--- config.mk ---
export PLATFORM = sky130hd
export DESIGN_NAME = gyrator_array_dsp
export DESIGN_NICKNAME = d
export VERILOG_FILES = /design/src/rtl/gyrator_array_dsp.sv
export SDC_FILE = /design/constraint.sdc
export NUM_CORES = 1
export LEC_CHECK = 0
export BUFFER_PORTS_ARGS = -buffer_cell sky130_fd_sc_hd__buf_2
export CELL_PAD_IN_SITES_DETAIL_PLACEMENT = 0
export CELL_PAD_IN_SITES_GLOBAL_PLACEMENT = 1
export CORE_AREA = 5 5 224 226
export DETAILED_ROUTE_END_ITERATION = 12
export DIE_AREA = 0 0 229 231
export MAX_ROUTING_LAYER = met4
export PLACE_DENSITY_LB_ADDON = 0.1
export SYNTH_ARGS = -nofsm -noshare
export SYNTH_HDL_FRONTEND = slang
export SYNTH_SLANG_ARGS = --single-unit
--- constraint.sdc ---
create_clock -name clk -period 8.65 [get_ports clk]
set_input_delay 1.73 -clock clk [delete_from_list [all_inputs] [get_ports clk]]
set_output_delay 1.73 -clock clk [all_outputs]
set_load 0.03 [all_outputs]
--- src/rtl/gyrator_array_dsp.sv ---
// Multi-channel fixed-point gyrator / dual-conductance engine with one shared multiplier.
// Optional saturation statistics counter enabled by defining GYR_STATS_EN.
module gyrator_array_dsp #(
    parameter int            NCH      = 4,
    parameter int            DW       = 16,
    parameter int            GW       = 16,
    parameter int            FRAC     = 12,
    parameter logic [GW-1:0] GAIN_RST = 'h1000,
    parameter int            CW       = (NCH > 1) ? $clog2(NCH) : 1
) (
    input  logic                 clk,
    input  logic                 rst_n,
    input  logic                 cfg_we,
    input  logic [CW-1:0]        cfg_ch,
    input  logic [GW-1:0]        cfg_gain,
    input  logic                 cfg_mode,
    input  logic                 s_valid,
    output logic                 s_ready,
    input  logic [CW-1:0]        s_ch,
    input  logic signed [DW-1:0] s_v1,
    input  logic signed [DW-1:0] s_v2,
    output logic                 m_valid,
    input  logic                 m_ready,
    output logic [CW-1:0]        m_ch,
    output logic signed [DW-1:0] m_i1,
    output logic signed [DW-1:0] m_i2,
    output logic                 m_sat,
    output logic                 m_err,
    output logic [15:0]          stat_sat_cnt
);

    localparam int PW = DW + GW;
    localparam int XW = PW + 1;

    typedef enum logic [1:0] {IDLE, MUL1, MUL2, OUT} state_t;

    state_t state, state_nx;

    logic [GW-1:0]        gain_q [NCH];
    logic [NCH-1:0]       mode_q;
    logic [CW-1:0]        ch_q;
    logic signed [DW-1:0] v1_q, v2_q;
    logic signed [GW-1:0] g_q;
    logic                 md_q, err_q;
    logic signed [DW-1:0] i1_q, i2_q;
    logic                 sat1_q, sat2_q;

    logic [31:0] s_ch_w, cfg_ch_w;
    logic        s_ok, cfg_ok;

    assign s_ch_w   = 32'(s_ch);
    assign cfg_ch_w = 32'(cfg_ch);
    assign s_ok     = s_ch_w < 32'(NCH);
    assign cfg_ok   = cfg_ch_w < 32'(NCH);

    assign s_ready = rst_n && (state == IDLE);

    always_ff @(posedge clk or negedge rst_n) begin
        if (!rst_n) state <= IDLE;
        else        state <= state_nx;
    end

    always_comb begin
        state_nx = state;
        unique case (state)
            IDLE: if (s_valid) state_nx = MUL1;
            MUL1: state_nx = MUL2;
            MUL2: state_nx = OUT;
            OUT:  if (m_ready) state_nx = IDLE;
            default: state_nx = IDLE;
        endcase
    end

    // MUL1 produces i1, MUL2 produces i2; gyrator mode swaps operands and negates i2
    logic signed [DW-1:0] opnd;
    logic signed [PW-1:0] prod;
    logic signed [XW-1:0] prod_x, rnd, shr;
    logic                 neg, sat;
    logic signed [DW-1:0] res;

    always_comb begin
        if (state == MUL1) opnd = md_q ? v1_q : v2_q;
        else               opnd = md_q ? v2_q : v1_q;
        neg    = (state == MUL2) && !md_q;
        prod   = g_q * opnd;
        prod_x = neg ? -{prod[PW-1], prod} : {prod[PW-1], prod};
        rnd    = prod_x + (XW'(1) << (FRAC - 1));
        shr    = rnd >>> FRAC;
        sat    = !((&shr[XW-1:DW-1]) || !(|shr[XW-1:DW-1]));
        if (!sat)            res = shr[DW-1:0];
        else if (shr[XW-1])  res = {1'b1, {(DW-1){1'b0}}};
        else                 res = {1'b0, {(DW-1){1'b1}}};
    end

    always_ff @(posedge clk or negedge rst_n) begin
        if (!rst_n) begin
            for (int k = 0; k < NCH; k++) gain_q[k] <= GAIN_RST;
            mode_q <= '0;
        end else if (cfg_we && cfg_ok) begin
            gain_q[cfg_ch] <= cfg_gain;
            mode_q[cfg_ch] <= cfg_mode;
        end
    end

    always_ff @(posedge clk or negedge rst_n) begin
        if (!rst_n) begin
            ch_q   <= '0;
            v1_q   <= '0;
            v2_q   <= '0;
            g_q    <= '0;
            md_q   <= 1'b0;
            err_q  <= 1'b0;
            i1_q   <= '0;
            i2_q   <= '0;
            sat1_q <= 1'b0;
            sat2_q <= 1'b0;
        end else begin
            unique case (state)
                IDLE: if (s_valid) begin
                    ch_q  <= s_ch;
                    v1_q  <= s_v1;
                    v2_q  <= s_v2;
                    err_q <= !s_ok;
                    // zero gain on a bad channel forces zero, unsaturated currents
                    g_q   <= s_ok ? gain_q[s_ch] : '0;
                    md_q  <= s_ok ? mode_q[s_ch] : 1'b0;
                end
                MUL1: begin
                    i1_q   <= res;
                    sat1_q <= sat;
                end
                MUL2: begin
                    i2_q   <= res;
                    sat2_q <= sat;
                end
                default: ;
            endcase
        end
    end

    assign m_valid = (state == OUT);
    assign m_ch    = ch_q;
    assign m_i1    = i1_q;
    assign m_i2    = i2_q;
    assign m_sat   = sat1_q | sat2_q;
    assign m_err   = err_q;

`ifdef GYR_STATS_EN
    logic [15:0] sat_cnt_q;

    always_ff @(posedge clk or negedge rst_n) begin
        if (!rst_n)
            sat_cnt_q <= '0;
        else if (m_valid && m_ready && m_sat && sat_cnt_q != 16'hFFFF)
            sat_cnt_q <= sat_cnt_q + 16'd1;
    end

    assign stat_sat_cnt = sat_cnt_q;
`else
    assign stat_sat_cnt = '0;
`endif

endmodule

# == Word level (Yosys, flattened, before mapping) ==
# Index checks and enable logic that the tools add are counted.
# totals
output_inout_bits,54
register_bits,156
wordCells,72
# classes
mul,1
add_sub_neg,2
n_eq_ne,5
muxes,22
n_bitwise,3
n_reduce_logical,15
n_lt_le_gt_ge,8
# ops
cell,count
16-bit 2-to-1 mux,9
64-bit bitwise mux,1
33-bit by 13-bit adder with 33-bit output (second input constant),1
33-bit 2-to-1 mux,1
33-bit negator,1
16-bit binary-select mux with 2-bit select,1
16-bit demux with 2-bit select,1
16-bit by 16-bit multiplier with 32-bit output,1
2-bit by 3-bit less-than comparator with 1-bit output (second input constant),4
2-bit case mux with 4 select lines,1
3-bit greater-or-equal comparator (second input constant),2
2-bit inverter with 3-bit output,2
6-bit AND reduction,1
6-bit OR reduction,1
1-bit logical AND,5
4-bit bitwise mux,1
2-bit equality test (second input constant),2
1-bit logical NOT,4
2-bit 2-to-1 mux,2
2-bit AND reduction,2
3-bit by 1-bit less-than comparator with 1-bit output (second input constant),1
1-bit 2-to-1 mux,3
1-bit binary-select mux with 2-bit select,1
1-bit demux with 2-bit select,1
other kinds (7),7

# == Longest topological paths before layout ==
# logic_depth
ltp_word,10
mapped_depth,38

# == Worst setup path before layout ==
# No wires, ideal clock.
# synth_timing
path_type,register to register
from,register state[1]
to,register i1_q[5] (netlist: m_i1[5])
stages_incl_launch_ff,37
t_arrival_ns,9.190
setup_time_ns,0.128
slack_ns,-0.667
synth_period_minus_slack_ns,9.317
path_cell_list,dfrtp_1 inv_1 ha_1 xnor2_2 clkbuf_1 mux2_2 clkbuf_1 nand2_1 inv_1 fa_1 inv_1 fa_1 inv_1 fa_1 fa_1 fa_1 inv_1 fa_1 inv_1 ha_1 clkbuf_1 nand2_1 o21ai_0 mux2i_1 o21ai_0 nor3_1 nor4_1 and4_1 buf_2 o31ai_1 nand4bb_1 buf_6 nor3_2 o211ai_1 o31ai_2 buf_6 a21oi_2
# synth_via
elab_chain_len,10
# synth_rtl
element,line_no,text
start: declaration,37,"state_t state, state_nx;"
start signal: assignment,60,else state <= state_nx;
2-bit by 1-bit equality test with 1-bit output,"82, 118",
16-bit 2-to-1 mux,82,if (state == MUL1) opnd = md_q ? v1_q : v2_q;
16-bit by 16-bit multiplier with 32-bit output,85,prod = g_q * opnd;
33-bit negator,86,"prod_x = neg ? -{prod[PW-1], prod} : {prod[PW-1], prod};"
33-bit 2-to-1 mux,86,
33-bit by 13-bit adder with 33-bit output,87,rnd = prod_x + (XW'(1) << (FRAC - 1));
6-bit OR reduction,89,sat = !((&shr[XW-1:DW-1]) || !(|shr[XW-1:DW-1]));
1-bit logical NOT,89,
1-bit logical OR,89,
16-bit 2-to-1 mux,90,if (!sat) res = shr[DW-1:0];
end signal: assignment,129,i1_q <= res;
end: declaration,45,"logic signed [DW-1:0] i1_q, i2_q;"
# Several ways; a longest one is shown, not always the timed one.
# A chain may end at the register's enable or synchronous reset.

# == Worst setup path after layout ==
# layout_timing
from,register state[0]
to,register i1_q[9] (netlist: m_i1[9])
# Same word-level chain as after synthesis.

==> summary.txt <==
Route
  – Vias: 14100
  – DRT antenna net count: 0
  – First-pass detailed-route iteration total: 5
  – Drt total wl: 50.1 mm
  – Avg WL per Cell: 17.8 um
  – DR iter-0 viols: about 600
  – Vias/cell: ~5
  – DRC Markers: 0

Timing
  – Setup Viol. Count Final: 32
  – Worst-Margin Slew: ~1.1 ns
  – RSZ-0062 raised after global routing: true
  – Slew Viols, Final: 0
  – Final Hold Fails: 0
  – Minimum clock period: about 9 ns
  – Fmax: 113 MHz
  – Setup ws final: -0.185 ns
  – Slew headroom: a little over a quarter
  – Min Hold Slack: 0.501 ns
  – Final period utilization: 102%
  – Final clock skew: 0.0138 ns

Critical path
  – Worst EP arrival: 9.23 ns
  – R2r startpoint: state[0]
  – Crit path launch type: flop
  – Crit path required time: 9.04 ns
  – R2r setup slk: -0.19 ns
  – Slowest stage cell on the critical path: fa_1
  – Crit end category: flop
  – Worst setup path start: state[0]
  – CP peak stage delay: 0.54 ns
  – Reg2reg path depth: 32
  – Worst R2R End: m_i1[9]
  – Worst-path fanout max: 6
  – Crit Path Class: reg -> reg

Min path
  – Hold Path Stages: 1
  – Hold EP: gain_q[19]
  – Worst Hold Class: reg -> reg
  – Worst Hold Launch: gain_q[19]

Yosys
  – Post-synthesis cell area: around 0.018 mm2
  – Ys async rst share: 100%
  – Top cells by count, synth: 325 x inv_1, 262 x fa_1, 155 x nand2_1
  – Ys flop type: dfrtp_1
  – Synth top area share: 28.4%
  – Flops & latches, synth: 155
  – Cells after synthesis: between 1500 and 2000
  – Largest cells by area after synthesis: fa_1 28%, dfrtp_1 20%, mux2_2 8.2%
  – Syn Area/Cell: 9.98 um2
  – Most common cell in the netlist: inv_1
  – EDFF count, synth: 0
  – Sequential fraction of the synthesis area: 21.0%
  – Yosys warnings: 0
  – Netlist cell types: 87
  – Area leader, netlist: fa_1

Die
  – IO Pins: 112
  – Core area: 0.0481 mm2
  – Site Rows: 81
  – Chip Width: 229 um
  – Die Y: 231 um
  – Die ar.: 0.0529 mm2
  – Initial Util: 38.4%

Clock tree
  – H-tree Lvls: 4
  – CTS clk-pin slew, worst paths: 0.07 ns
  – CTS tree: yes
  – CTS buffer count: 17
  – Clock Tree Buf Depth: 2
  – Worst skew pair latency: 0.47 ns
  – Clock tree sinks: 155
  – Cts hold-fix bufs: 0
  – CTS root buf: clkbuf_16

Run status
  – Failing checks: negative setup slack
  – Status: complete, but fails checks

Flow run
  – Max_cap viols: 0

GRT
  – Initial antenna violation count: 1
  – Vias in the first global route: 15600
  – Tot GR Track Use: approximately a fifth
  – GRT overflow: 0
  – Largest net degree at the start of global routing: between 80 and 90
  – First-pass GRT wire length: 83.5 mm

Placed design
  – Final HPWL DP: 39.7 mm
  – Final Wtd Congestion: 0.871
  – IO Port Bufs: 94

Cells and area
  – Final core occ: between 40% and 50%
  – Share of layout cells above drive strength 1: 35.6%
  – Fin nets: 2588
  – P&R area growth vs syn: 27.2%
[worst max-delay path, delay by kind of cell (launching register included)]
family,cells,cell delay (ns)
xor+xnor,1,0.17
fa+ha+maj,8,3.49
mux,1,0.36
flops,1,0.40
compound gates,8,1.45
buf+inv,9,1.17
simple gates,5,1.72
[per-layer routing]
layer | vias to the layer above | global-route usage [%] | wire (um)
met4 | 0 | 4.21 | 656
met3 | 42 | 2.74 | 1370
li1 | 6586 | - | -
met2 | 171 | 34.4 | 25200
met1 | 7304 | 26.6 | 22900
met5 | - | - | 0
[what timing repair did]
item / 4_1_cts / 5_1_grt
gates cloned: 3 / 1
resized for setup: 130 / 99
setup buffers: 36 / 18
setup endpoints to repair: 34 / 34
pin swaps: 41 / 52
[stage by stage]
step	instances	setup slack (ns)	area, um2	TNS (ns)
floorplan	1867	-0.0283	18800	-0.192
detailed placement	2729	-0.358	21400	-9.95
global route	2816	-0.413	23500	-11.40
global placement	2729	-0.199	21400	-5.82
CTS	2797	-0.00798	23000	-0.0161
finish	2818	-0.185	23500	-4.08
[worst max path at each step]
stage / endpoint / depth (start not counted)
after CTS: sat2_q / 30
after detailed placement: m_i2[3] / 33
after global placement: m_i2[11] / 37
after floorplan: m_i1[5] / 34
after global routing: m_i1[9] / 33
final: m_i1[9] / 32
[registers in the layout, summed over array words and instances (netlist names)]
register,count
g_q,16
gain_q,64
m_ch,2
m_i1,16
m_i2,16
md_q,1
mode_q,4
sat1_q,1
sat2_q,1
state,2
v1_q,16
v2_q,16
[layout make-up]
| cell class | count | area [um2] |
|---|---|---|
| inverters | 325 | 1220 |
| clock buffers | 18 | 439 |
| fillers | 4511 | 24600 |
| flip-flops and latches | 155 | 3880 |
| multi-input cells | 1294 | 14100 |
| clock inverters | 14 | 176 |
| well taps | 622 | 778 |
| diodes | 3 | 7.51 |
| repair buffers | 387 | 2910 |
[layout by cell type (no fill, tap or decap), drive strengths merged, types with 8 or more instances in the layout]
cell    synthesis  layout
conb            1      17
xor2            9       9
nor2b          42      42
nand4          15      15
a31oi          13      13
o211ai         14      14
ha             88      88
or2            14      14
nand2b         15      15
mux4           17      17
buf            41     386
mux2          134     134
o21ai          55      55
nand3          19      19
a21o            9       9
o21a            8       8
or3            11      11
dfrtp         151     151
clkbuf         52      19
nor3           19      19
inv           325     332
nand2         156     156
and4            9       9
a21oi          78      78
fa            262     262
nor2           72      72
xnor2          46      46
and2           87      87
[cell families after synthesis]
kind of cell / synth area share (%)
AND/OR/NAND/NOR: 13.5
buffers and inverters: 9.13
adder cells (fa/ha/maj): 34.3
AO/OA/AOI/OAI: 8.69
multiplexers: 10.6
flip-flops: 21.0
XOR/XNOR: 2.75
other: 0.0203
Power is not shown: default switching activity piles up to over one toggle a cycle in this logic, so the estimate is an artifact.
